$ cat src/rtl/rv_ctrl_pkg.sv
// rtl/rv_ctrl_pkg.sv - states, opcodes and datapath select encodings for multicycle_control (MCU_MULDIV_EN adds MULWAIT)
package rv_ctrl_pkg;

  typedef enum logic [2:0] {
    ST_RESET  = 3'd0,
    ST_FETCH  = 3'd1,
    ST_DECODE = 3'd2,
    ST_EXEC   = 3'd3,
    ST_MEM    = 3'd4,
    ST_WB     = 3'd5,
    ST_TRAP   = 3'd6
`ifdef MCU_MULDIV_EN
    , ST_MULWAIT = 3'd7
`endif
  } state_t;

  localparam logic [6:0] OP_R      = 7'b0110011;
  localparam logic [6:0] OP_IMM    = 7'b0010011;
  localparam logic [6:0] OP_LOAD   = 7'b0000011;
  localparam logic [6:0] OP_STORE  = 7'b0100011;
  localparam logic [6:0] OP_BRANCH = 7'b1100011;
  localparam logic [6:0] OP_JAL    = 7'b1101111;
  localparam logic [6:0] OP_JALR   = 7'b1100111;
  localparam logic [6:0] OP_LUI    = 7'b0110111;
  localparam logic [6:0] OP_AUIPC  = 7'b0010111;

  localparam logic [6:0] F7_BASE   = 7'b0000000;
  localparam logic [6:0] F7_ALT    = 7'b0100000;
  localparam logic [6:0] F7_MULDIV = 7'b0000001;

  localparam logic [2:0] ALU_ADD    = 3'd0;
  localparam logic [2:0] ALU_BRANCH = 3'd1;
  localparam logic [2:0] ALU_RFUNCT = 3'd2;
  localparam logic [2:0] ALU_IFUNCT = 3'd3;
  localparam logic [2:0] ALU_PASSB  = 3'd4;

  localparam logic [1:0] PC_PLUS4  = 2'd0;
  localparam logic [1:0] PC_TARGET = 2'd1;
  localparam logic [1:0] PC_ALU    = 2'd2;

  localparam logic [1:0] SRCA_RS1   = 2'd0;
  localparam logic [1:0] SRCA_PC    = 2'd1;
  localparam logic [1:0] SRCA_OLDPC = 2'd2;
  localparam logic [1:0] SRCA_ZERO  = 2'd3;

  localparam logic [1:0] SRCB_RS2  = 2'd0;
  localparam logic [1:0] SRCB_IMM  = 2'd1;
  localparam logic [1:0] SRCB_FOUR = 2'd2;

  localparam logic [1:0] WB_ALU = 2'd0;
  localparam logic [1:0] WB_MDR = 2'd1;
  localparam logic [1:0] WB_PC4 = 2'd2;

  // R-type legality depends on funct7; every other supported opcode is legal as a whole
  function automatic logic is_legal(input logic [6:0] op, input logic [6:0] f7);
    logic legal;
    case (op)
      OP_R: begin
        legal = (f7 == F7_BASE) || (f7 == F7_ALT);
`ifdef MCU_MULDIV_EN
        legal = legal || (f7 == F7_MULDIV);
`endif
      end
      OP_IMM, OP_LOAD, OP_STORE, OP_BRANCH,
      OP_JAL, OP_JALR, OP_LUI, OP_AUIPC: legal = 1'b1;
      default: legal = 1'b0;
    endcase
    return legal;
  endfunction

endpackage

$ cat src/rtl/mem_wait_timer.sv
// rtl/mem_wait_timer.sv - counts unanswered memory request cycles and flags the timeout
module mem_wait_timer #(
  parameter int TIMEOUT_CYC = 16
) (
  input  logic clk,
  input  logic rst_n,
  input  logic clear,
  input  logic req,
  input  logic ready,
  output logic timeout
);

  logic [7:0] count;

  // Count request cycles left unanswered; restart outside memory phases and on every completion
  always_ff @(posedge clk or negedge rst_n) begin
    if (!rst_n) begin
      count <= '0;
    end else if (clear || ready) begin
      count <= '0;
    end else if (req) begin
      count <= count + 8'd1;
    end
  end

  // The wait cycle that would bring the count to the limit is the last one tolerated; ready wins
  assign timeout = req && !ready && (({1'b0, count} + 9'd1) == 9'(TIMEOUT_CYC));

endmodule

$ cat src/rtl/multicycle_control.sv
// rtl/multicycle_control.sv - RV32I multicycle main controller FSM (option: MCU_MULDIV_EN)
module multicycle_control
  import rv_ctrl_pkg::*;
#(
  parameter int ALUOP_W     = 3,
  parameter int TIMEOUT_CYC = 16
) (
  input  logic               clk,
  input  logic               rst_n,
  input  logic [6:0]         opcode,
  input  logic [6:0]         funct7,
  input  logic               branch_taken,
  input  logic               mem_ready,
  output logic               mem_req,
  output logic               mem_we,
  output logic               mem_is_fetch,
  output logic               ir_write,
  output logic               pc_write,
  output logic [1:0]         pc_src,
  output logic [1:0]         alu_src_a,
  output logic [1:0]         alu_src_b,
  output logic [ALUOP_W-1:0] alu_op,
  output logic               target_write,
  output logic               reg_write,
  output logic [1:0]         wb_sel,
  output logic               illegal,
  output logic               mem_fault,
  output logic               busy
`ifdef MCU_MULDIV_EN
  ,
  output logic               muldiv_start,
  input  logic               muldiv_done
`endif
);

  state_t     state;
  logic [6:0] op_q;
  logic [2:0] op_sel;
  logic       timeout;
  logic       timer_clear;
`ifdef MCU_MULDIV_EN
  logic       mul_q;
`endif

  // Counter is held clear outside FETCH and MEM, so it always starts from zero on entry
  assign timer_clear = !((state == ST_FETCH) || (state == ST_MEM));

  mem_wait_timer #(.TIMEOUT_CYC(TIMEOUT_CYC)) u_timer (
    .clk     (clk),
    .rst_n   (rst_n),
    .clear   (timer_clear),
    .req     (mem_req),
    .ready   (mem_ready),
    .timeout (timeout)
  );

  // State sequencing, opcode hold register and sticky trap flags
  always_ff @(posedge clk or negedge rst_n) begin
    if (!rst_n) begin
      state     <= ST_RESET;
      op_q      <= '0;
      illegal   <= 1'b0;
      mem_fault <= 1'b0;
`ifdef MCU_MULDIV_EN
      mul_q     <= 1'b0;
`endif
    end else begin
      case (state)
        ST_RESET: state <= ST_FETCH;
        ST_FETCH: begin
          if (mem_ready) begin
            state <= ST_DECODE;
          end else if (timeout) begin
            state     <= ST_TRAP;
            mem_fault <= 1'b1;
          end
        end
        ST_DECODE: begin
          op_q <= opcode;
`ifdef MCU_MULDIV_EN
          mul_q <= (opcode == OP_R) && (funct7 == F7_MULDIV);
`endif
          if (is_legal(opcode, funct7)) begin
            state <= ST_EXEC;
          end else begin
            state   <= ST_TRAP;
            illegal <= 1'b1;
          end
        end
        ST_EXEC: begin
          case (op_q)
            OP_R: begin
`ifdef MCU_MULDIV_EN
              state <= mul_q ? ST_MULWAIT : ST_WB;
`else
              state <= ST_WB;
`endif
            end
            OP_IMM, OP_LUI, OP_AUIPC: state <= ST_WB;
            OP_LOAD, OP_STORE:        state <= ST_MEM;
            default:                  state <= ST_FETCH;
          endcase
        end
        ST_MEM: begin
          if (mem_ready) begin
            state <= (op_q == OP_LOAD) ? ST_WB : ST_FETCH;
          end else if (timeout) begin
            state     <= ST_TRAP;
            mem_fault <= 1'b1;
          end
        end
        ST_WB: state <= ST_FETCH;
`ifdef MCU_MULDIV_EN
        ST_MULWAIT: if (muldiv_done) state <= ST_WB;
`endif
        ST_TRAP: state <= ST_TRAP;
        default: state <= ST_RESET;
      endcase
    end
  end

  assign alu_op = ALUOP_W'(op_sel);

  // Datapath controls decoded from state, held opcode and the handshake inputs of this cycle
  always_comb begin
    mem_req      = 1'b0;
    mem_we       = 1'b0;
    mem_is_fetch = 1'b0;
    ir_write     = 1'b0;
    pc_write     = 1'b0;
    pc_src       = PC_PLUS4;
    alu_src_a    = SRCA_RS1;
    alu_src_b    = SRCB_RS2;
    op_sel       = ALU_ADD;
    target_write = 1'b0;
    reg_write    = 1'b0;
    wb_sel       = WB_ALU;
    busy         = 1'b1;
`ifdef MCU_MULDIV_EN
    muldiv_start = 1'b0;
`endif
    case (state)
      ST_RESET: busy = 1'b0;
      ST_FETCH: begin
        mem_req      = 1'b1;
        mem_is_fetch = 1'b1;
        if (mem_ready) begin
          ir_write = 1'b1;
          pc_write = 1'b1;
          pc_src   = PC_PLUS4;
        end
      end
      ST_DECODE: begin
        alu_src_a    = SRCA_OLDPC;
        alu_src_b    = SRCB_IMM;
        op_sel       = ALU_ADD;
        target_write = 1'b1;
      end
      ST_EXEC: begin
        case (op_q)
          OP_R: begin
            op_sel = ALU_RFUNCT;
`ifdef MCU_MULDIV_EN
            muldiv_start = mul_q;
`endif
          end
          OP_IMM: begin
            op_sel    = ALU_IFUNCT;
            alu_src_b = SRCB_IMM;
          end
          OP_LOAD, OP_STORE: alu_src_b = SRCB_IMM;
          OP_BRANCH: begin
            op_sel = ALU_BRANCH;
            if (branch_taken) begin
              pc_write = 1'b1;
              pc_src   = PC_TARGET;
            end
          end
          OP_JAL: begin
            pc_write  = 1'b1;
            pc_src    = PC_TARGET;
            reg_write = 1'b1;
            wb_sel    = WB_PC4;
          end
          OP_JALR: begin
            alu_src_b = SRCB_IMM;
            pc_write  = 1'b1;
            pc_src    = PC_ALU;
            reg_write = 1'b1;
            wb_sel    = WB_PC4;
          end
          OP_LUI: begin
            alu_src_a = SRCA_ZERO;
            op_sel    = ALU_PASSB;
          end
          OP_AUIPC: alu_src_a = SRCA_OLDPC;
          default: ;
        endcase
      end
      ST_MEM: begin
        mem_req = 1'b1;
        mem_we  = (op_q == OP_STORE);
      end
      ST_WB: begin
        reg_write = 1'b1;
        wb_sel    = (op_q == OP_LOAD) ? WB_MDR : WB_ALU;
      end
      ST_TRAP: busy = 1'b0;
      default: busy = 1'b1;
    endcase
  end

endmodule
$ cat config.mk
export PLATFORM = sky130hd
export DESIGN_NAME = multicycle_control
export DESIGN_NICKNAME = d
export VERILOG_FILES = /design/src/rtl/rv_ctrl_pkg.sv /design/src/rtl/mem_wait_timer.sv /design/src/rtl/multicycle_control.sv
export SDC_FILE = /design/constraint.sdc
export NUM_CORES = 1
export LEC_CHECK = 0
export CAP_MARGIN = 5
export CORE_MARGIN = 2
export CORE_UTILIZATION = 42
export CTS_CLUSTER_DIAMETER = 30
export CTS_CLUSTER_SIZE = 10
export DETAILED_ROUTE_END_ITERATION = 16
export PLACE_DENSITY = 0.76
export SLEW_MARGIN = 20
export SYNTH_ARGS = -nofsm -noshare
export SYNTH_HDL_FRONTEND = slang
export SYNTH_HIERARCHICAL = 1
export SYNTH_SLANG_ARGS = --single-unit
$ cat constraint.sdc
create_clock -name clk -period 2.14 [get_ports clk]
set_input_delay 0.428 -clock clk [delete_from_list [all_inputs] [get_ports clk]]
set_output_delay 0.428 -clock clk [all_outputs]
set_load 0.02 [all_outputs]
======== After elaboration in Yosys (flattened, before gate mapping) ========
Cells that the tools add are included.
operators by class
  $add $sub $neg .......................... 2
  equality and inequality tests ........... 26
  mux-type cells .......................... 35
  bitwise gates (word level) .............. 2
  reduce and logical (&&, ||, !) cells .... 20
operator list
  kind                                                             number
  7-bit by 6-bit == test with 1-bit output, second input constant  7
  7-bit == test, second input constant                             6
  7-bit by 5-bit == test with 1-bit output, second input constant  4
  3-bit 2-to-1 mux                                                 6
  3-bit case mux with 6 select lines                               1
  8-bit 2-to-1 mux                                                 2
  7-bit by 2-bit == test with 1-bit output, second input constant  2
  1-bit 2-to-1 mux                                                 13
  2-bit case mux with 2 select lines                               3
  3-bit case mux with 4 select lines                               1
  1-bit case mux with 2 select lines                               5
  2-bit OR reduction                                               5
  8-bit by 1-bit adder with 9-bit output, second input constant    1
  3-bit == test, second input constant                             3
  9-bit by 5-bit == test with 1-bit output, second input constant  1
  8-bit by 1-bit adder with 8-bit output, second input constant    1
  4-bit OR reduction                                               2
  8-bit OR reduction                                               1
  7-bit logical NOT                                                1
  3-bit by 2-bit == test with 1-bit output, second input constant  2
  2-bit case mux with 3 select lines                               1
  3-bit case mux with 2 select lines                               1
  2-bit 2-to-1 mux                                                 2
  3-bit by 1-bit == test with 1-bit output, second input constant  1
  8 further kinds                                                  13
storage, ports and cells
  register bits after elaboration ......... 20
  output and inout port bits .............. 21

======== Depth between registers and ports, before layout ========
Gate-level depths: netlist of the first run.
  word-level depth ........................ 8
  mapped depth ............................ 10
  depth with buffers taken out ............ 8

======== Hierarchy ========
Netlist of the first run, hierarchy kept.
by module, submodules not included
  module              times used  cells each  area an instance (µm²)  sequential area each (µm²)
  multicycle_control  1           107         850.8                   300.3
  mem_wait_timer      1           44          429.2                   200.2

======== Worst setup path before layout of the first run ========
Ideal clock, no wire load.
  path type ............................... flip-flop to flip-flop
  start point ............................. reg state[0]
  end point ............................... reg state[0]
  library setup time ...................... 118 ps
  arrival ................................. 2,237 ps
  required time ........................... 2,022 ps
  slack ................................... -215 ps
  stages on the path, launching flop included .. 11
  buffers on the path ..................... 2
  path through ............................ dfrtp_1 -> buf_2 -> nand2b_1 -> a21oi_1 -> buf_6 -> nand3_1 -> nor3_1 -> nor2_1 -> o22ai_1 -> o22ai_1 -> a21o_1
between the ends
  word-level cells in the longest chain between the ends .. 8
  elaborated cells on any way between the ends .. 16
  classes of those cells .................. eq/ne: 6; mux: 5; reduce/logical: 5
RTL lines
  element                                                                           line                       text
  start: declaration                                                                multicycle_control.sv:36   state_t state;
  start signal: assignment                                                          multicycle_control.sv:106  state <= (op_q == OP_LOAD) ? ST_WB : ST_FETCH;
  3-bit by 1-bit == test with 1-bit output / 3-bit == test (equally long branches)  multicycle_control.sv:142  case (state)
  2-bit OR reduction (no line) *                                                    --
  1-bit 2-to-1 mux *                                                                multicycle_control.sv:142
  net mem_req                                                                       multicycle_control.sv:14   output logic mem_req,
  1-bit logical AND * (2 in a row)                                                  mem_wait_timer.sv:27       assign timeout = req && !ready && (({1'b0, count} + 9'd1) == 9'(TIMEOUT_CYC));
  net timeout                                                                       multicycle_control.sv:39   logic timeout;
  3-bit 2-to-1 mux *                                                                --
  3-bit 2-to-1 mux, on equally long branches                                        --
  3-bit case mux with 6 select lines *                                              multicycle_control.sv:68   case (state)
Mark *: on every way through the listed nets, which the timed path passes. The rest lies on a longest branch.
A chain may end at the register's enable or synchronous reset.

======== Worst setup path in the final report of the first run ========
  start point ............................. reg op_q[3]
  end point ............................... out alu_src_a[0]
between the ends
  word-level cells in the longest chain between the ends .. 3
  elaborated cells on any way between the ends .. 4
  classes of those cells .................. eq/ne: 2; mux: 2
RTL lines
  element                                                                                                      line                       text
  start: declaration                                                                                           multicycle_control.sv:37   logic [6:0] op_q;
  start signal: assignment                                                                                     multicycle_control.sv:79   op_q <= opcode;
  7-bit by 5-bit == test with 1-bit output / 7-bit by 6-bit == test with 1-bit output (equally long branches)  multicycle_control.sv:160  case (op_q)
  2-bit case mux with 2 select lines *                                                                         multicycle_control.sv:160
  2-bit case mux with 2 select lines *                                                                         multicycle_control.sv:142
  end: declaration                                                                                             multicycle_control.sv:20   output logic [1:0] alu_src_a,
Every way passes the cells marked *; elsewhere a longest branch is shown, timed or not.

==> results of run 1 <==
## critical path: stages (launching register included)
cell      delay (ns)
dfrtp_1         0.39
nand3b_1        0.18
or2_1           0.25
or3_4           0.35
buf_6           0.14
nor2_4          0.10
buf_6           0.12
## metrics by stage
step / power [mW] / util [%] / hold WS (ns) / cell area (um2) / setup TNS [ns]
global route: 2.41 / 65.2 / 0.470 / 1940 / -0.902
floorplan: 1.32 / - / 0.132 / 1290 / 0
CTS: 2.10 / 62.2 / 0.439 / 1850 / -0.471
global placement: 1.75 / 59.9 / 0.448 / 1780 / -1.02
finish: 2.26 / 65.2 / 0.435 / 1940 / -0.457
detailed placement: 1.79 / 59.9 / 0.452 / 1780 / -1.57
## cell usage in the layout, fill, tap and decap left out, types with 3 or more instances in the layout
cell / synthesis / final
buf_4: 2 / 31
dfrtp_1: 20 / 20
clkdlybuf4s50_1: 0 / 18
nor2_1: 19 / 15
nand2_1: 9 / 8
a21oi_1: 9 / 7
nand3_1: 7 / 7
o21ai_0: 7 / 7
inv_1: 6 / 6
buf_6: 1 / 6
mux2i_1: 4 / 4
o22ai_1: 5 / 4
mux2_2: 4 / 4
buf_2: 2 / 4
nor2b_1: 4 / 3
nor3_1: 5 / 3
nand2b_1: 5 / 3
nand4_1: 3 / 3
a31oi_1: 3 / 3
clkbuf_4: 0 / 3
or3_1: 3 / 3
xor2_1: 3 / 3
## power by group through the flow
| stage | combinational (mW) | clock, mW | sequential, mW |
|---|---|---|---|
| 6_report | 1.36 | 0.313 | 0.590 |
| 5_1_grt | 1.47 | 0.333 | 0.597 |
| 4_1_cts | 1.20 | 0.320 | 0.579 |
| 3_5_place_dp | 1.21 | 0 | 0.582 |
| 3_3_place_gp | 1.18 | 0 | 0.568 |
| 2_1_floorplan | 0.764 | 0 | 0.552 |
## layout make-up
class,instances,area (um2),area share [%]
Clock inverter,1,30.0,1.55
Clock buffer,3,22.5,1.16
Tap cell,33,41.3,2.13
Timing Repair Buffer,63,528,27.2
Multi-Input combinational cell,116,797,41.0
Sequential cell,20,500,25.8
Inverter,6,22.5,1.16
## metal layers
layer / global-route usage, % / routed length (um)
met1: 25.5 / 1470
met2: 34.1 / 1810
met3: 3.93 / 145
met4: 10.7 / 76
met5: 0 / 0
## timing repair
item                       4_1_cts  5_1_grt
hold buffers                     0        0
pin swaps                        2        6
setup buffers                    1        9
setup endpoints to repair       18       21
resized for setup               72       29
## registers in the layout, indices dropped and copies added (netlist names)
register / flops
u_timer/count: 8
op_q: 7
state: 3
illegal: 1
mem_fault: 1
## worst paths after layout
check | end | cells after the start | slack, ns
worst max-delay path | alu_src_a[0] | 6 | -0.14
worst min-delay path | op_q[1] | 2 | 0.44
worst max register to register | state[0] | 10 | 0.11
worst min register to register | mem_fault | 2 | 0.48
max in group asynchronous | u_timer/count[1] | 2 | 1.50
min in group clk | mem_fault | 2 | 0.48
## cells by family (layout without fill, tap and decap cells)
kind of cell / Yosys count / count (layout)
AOI/OAI and AO/OA: 32 / 32
buffers and inverters: 15 / 73
other: 1 / 1
DFF: 20 / 20
adders and majority gates: 1 / 1
xor gates and xnor gates: 4 / 4
and+or+nand+nor: 70 / 70
muxes: 8 / 8
==> metrics.txt, run 1 <==
number of flops mapped to enable cells by yosys=0; crit path capture type=output port; Critical Setup Path Class=flip-flop to output port; largest family of logic cells by synthesized area=simple AND/OR/NAND/NOR gates; first-pass GRT wire length=5.50 mm; Syn Nets=170; post-synth top area share=39.1%; GRT overflow=0; diode count=0; CTS root buffer=clkbuf_4; multiplexer area fraction after synthesis=6.65%; CTS tree=built; Netlist cell types=41; Clk Latency, worst-skew pair=0.31 ns; Pre-antenna DRT Iters=4; RD Place Congestion=0.847; # DRC=0; area leader, netlist=dfrtp_1; vias in the first global route=1275; Non-Filler Instances=242; VDD IR-drop max=0.000514 V; Final #Nets=229; Die X-Extent=59.2 um; vias per cell=5.64; Die H=59.2 um; Int Power=1.31 mW; Seq cells post-synth=20; outcome=finished, violations left; hold crit path type=primary input to async pin; RSZ-0062 raised after global routing=true; post-synthesis compound-gate area fraction=15.0%; Worst setup SP type=flip-flop; Post-Synth Adder-Cell Area=0.978%; highest clock rate=438 MHz; Core Region=2980 um2; Final setup viols=6; WL/cell=14.4 um; die area=3510 um2; Crit path arrival time=1.86 ns; final worst slack=-0.143 ns; Seq/Total Area, Yosys=39.1%; placed cells=230; layout cell share with drive strength beyond 1=33.5%; ys async rst share=100%; DP Worst Slack=-0.215 ns; synthesis warning total=6; final period utilization=107%; Pleak=0.838 nW; Post-Synth XOR/XNOR Area=2.74%; cells after synthesis=151; Flop pwr share=26.1%; Power Density=1170 nW/um2; Syn-to-layout area delta=51.7%; Reg-to-Reg Start=state[0]; Post-synth top cells=dfrtp_1 (20), nor2_1 (19), a21oi_1 (9), nand2_1 (9); Main synth FF type=dfrtp_1; top-count cell post-synth=dfrtp_1; skew final=0.00320 ns; mapped cell area=1280 um2; CP startpoint=op_q[3]; Post-Route WL=3.49 mm; largest net degree at the start of global routing=21; Combinational Power Share=60.1%; initial antenna violation count=0; Final Hold Viols=0; sw frac=42.0%; DR vias=1364; Synth area leaders=dfrtp_1 (39%), nor2_1 (5.6%), a21oi_1 (3.5%); initial drt markers=42; clock network fraction of total power=13.8%; CTS buffer count=3; H-tree Lvls=1; syn avg cell area=8.48 um2; hpwl dp=2.49 mm; clock sink total=20; fillers=252; switching power of the nets=0.951 mW; initial cell density of the core=43.0%; Longest Clk Path Bufs=2; DRT antenna net count=0; PortBufs=36; Max Cap Viol=0; Final Max Slew Viols=0; Simple-Gate Fraction of Synth Area=29.5%; critical path fanouts, max=3; row cnt=20; Period minus WS final=2.28 ns; Reg clk slew, reported paths=0.12 ns; io pins=39; Critical Path RT=1.71 ns; Total Routing Usage GR=20.6%; violated checks=setup timing
Note: power is estimated with default switching activity, not from simulation.
==> run 2, diff against run 1 <==
- PLACE_DENSITY: 0.76 -> 0.79
==> metrics.txt, run 2 (synthesis gave the netlist of run 1 again) <==
outcome=finished, violations left; violated checks=setup timing; Crit path arrival time=1.77 ns (-0.09 ns); placed cells=231 (+0.43%); layout cell share with drive strength beyond 1=30.1% (-3.4 points); diode count=0 (unchanged); GRT overflow=0 (unchanged); FF-to-FF path depth=10 (unchanged); WL/cell=13.6 um (-5.5%); Pre-antenna DRT Iters=4 (unchanged); PortBufs=36 (unchanged); RD Place Congestion=0.831 (-1.9%); Total Routing Usage GR=19.5% (-1.1 points); most frequent cells in the layout=buf_4 (31), dfrtp_1 (20), nor2_1 (18), clkdlybuf4s50_1 (18); Final #Nets=226 (-1.3%); Fin Setup TNS=-0.193 ns (+0.264 ns); hpwl dp=2.47 mm (-0.68%); CTS tree=built; initial antenna violation count=0 (unchanged); Final setup viols=6 (unchanged); Largest regs=u_timer/count: 8 flops, op_q: 7 flops, state: 3 flops; VDD IR-drop max=0.000542 V (+5.4%); Clk Latency, worst-skew pair=0.30 ns (about the same); vias per cell=5.57 (-1.2%); DP Worst Slack=-0.207 ns (+0.00881 ns); Max Cap Viol=0 (unchanged); io pins=39 (unchanged); final period utilization=103% (-3.9 points); Reg-to-Reg Start=state[0]; Reg2Reg Capture Point=state[0]; skew final=0.00241 ns (-0.000789 ns); DRT antenna net count=0 (unchanged); Top reg by flops=u_timer/count; fillers=245 (-2.8%); RSZ-0062 raised after global routing=true; Non-Filler Instances=239 (-1.2%); vias in the first global route=1229 (-3.6%); highest clock rate=455 MHz (+3.8%); Power Density=1120 nW/um2 (-3.6%); Critical Path RT=1.71 ns (about the same); Post-Route WL=3.26 mm (-6.6%); crit path capture type=output port; hold crit path type=primary input to async pin; first-pass GRT wire length=5.22 mm (-5.0%); max FFs per register=8 (unchanged); initial cell density of the core=43.0% (unchanged); Syn-to-layout area delta=45.9%; Final Hold Viols=0 (unchanged); Final Core Density=62.7% (-2.5 points); Final Max Slew Viols=0 (unchanged); Pleak=0.813 nW (-3.1%); Sequential Area=500 um2 (unchanged); Worst setup SP type=flip-flop; final worst slack=-0.0602 ns (+0.0832 ns); r2r setup slk=0.07 ns (-0.04 ns); Die H=59.2 um (unchanged); critical path fanouts, max=4 (+1); row cnt=20 (unchanged); initial drt markers=63 (+50%); die area=3510 um2 (unchanged); largest net degree at the start of global routing=21 (unchanged); CTS root buffer=clkbuf_4; Longest Clk Path Bufs=2 (unchanged); H-tree Lvls=1 (unchanged); CTS buffer count=3 (unchanged); Period minus WS final=2.20 ns (-0.0832 ns); DR vias=1331 (-2.4%); commonest non-fill, non-tap cell in the layout=buf_4; Critical Setup Path Class=flip-flop to output port; Core Region=2980 um2 (unchanged); clock sink total=20 (unchanged); Reg clk slew, reported paths=0.11 ns (about the same); Die X-Extent=59.2 um (unchanged); Multi-input gate area=776 um2 (-2.7%); # DRC=0 (unchanged); hold_buf cts=0 (unchanged)
run 2: what timing repair did:
action / 4_1_cts / 5_1_grt
pin swaps: 3 / 5
buffers inserted: 2 / 2
gates resized for setup: 64 / 23
setup endpoints to repair: 18 / 17
run 2: worst max path at each step:
stage	from	to	slack, ns	depth (start not counted)
6_report	state[2]	alu_src_a[1]	-0.06	5
5_1_grt	state[2]	alu_src_a[1]	-0.13	5
4_1_cts	op_q[3]	alu_src_a[1]	-0.09	5
3_5_place_dp	op_q[3]	alu_src_a[1]	-0.21	5
3_3_place_gp	op_q[3]	alu_src_a[1]	-0.16	5
2_1_floorplan	state[0]	state[0]	0.02	10
run 2: layer usage:
metal	global-route usage [%]	vias up	wire, um
met5	0	-	0
met3	3.49	4	103
met2	32.3	30	1680
met4	5.19	0	39
li1	-	647	-
met1	26.3	650	1440
run 2: area by class of cell:
cell class | count | share of cell area, %
Clock buffer | 4 | 1.94
Tap cell | 33 | 2.21
Inverter | 6 | 1.21
Sequential cell | 20 | 26.8
Multi-Input combinational cell | 116 | 41.5
Timing Repair Buffer | 60 | 26.3
run 2: worst max-delay path, stage by stage (launching register included):
cell and delay (ns):
dfrtp_1 0.39, nand3b_1 0.19, or2_1 0.26, or3_4 0.36, o22ai_2 0.13, buf_6 0.13
run 2: through the flow:
stage	area, um2	hold WS (ns)	power, mW
floorplan	1290	0.132	1.32
global placement	1790	0.453	1.77
detailed placement	1790	0.451	1.81
CTS	1820	0.471	2.02
global route	1870	0.475	2.24
finish	1870	0.484	2.10
run 2: power by group:
part	leakage, nW	switching (mW)	total, mW	internal (mW)
sequential	0.251	0.118	0.601	0.483
combinational	0.541	0.675	1.28	0.604
clock	0.0210	0.115	0.218	0.104
total	0.813	0.908	2.10	1.19
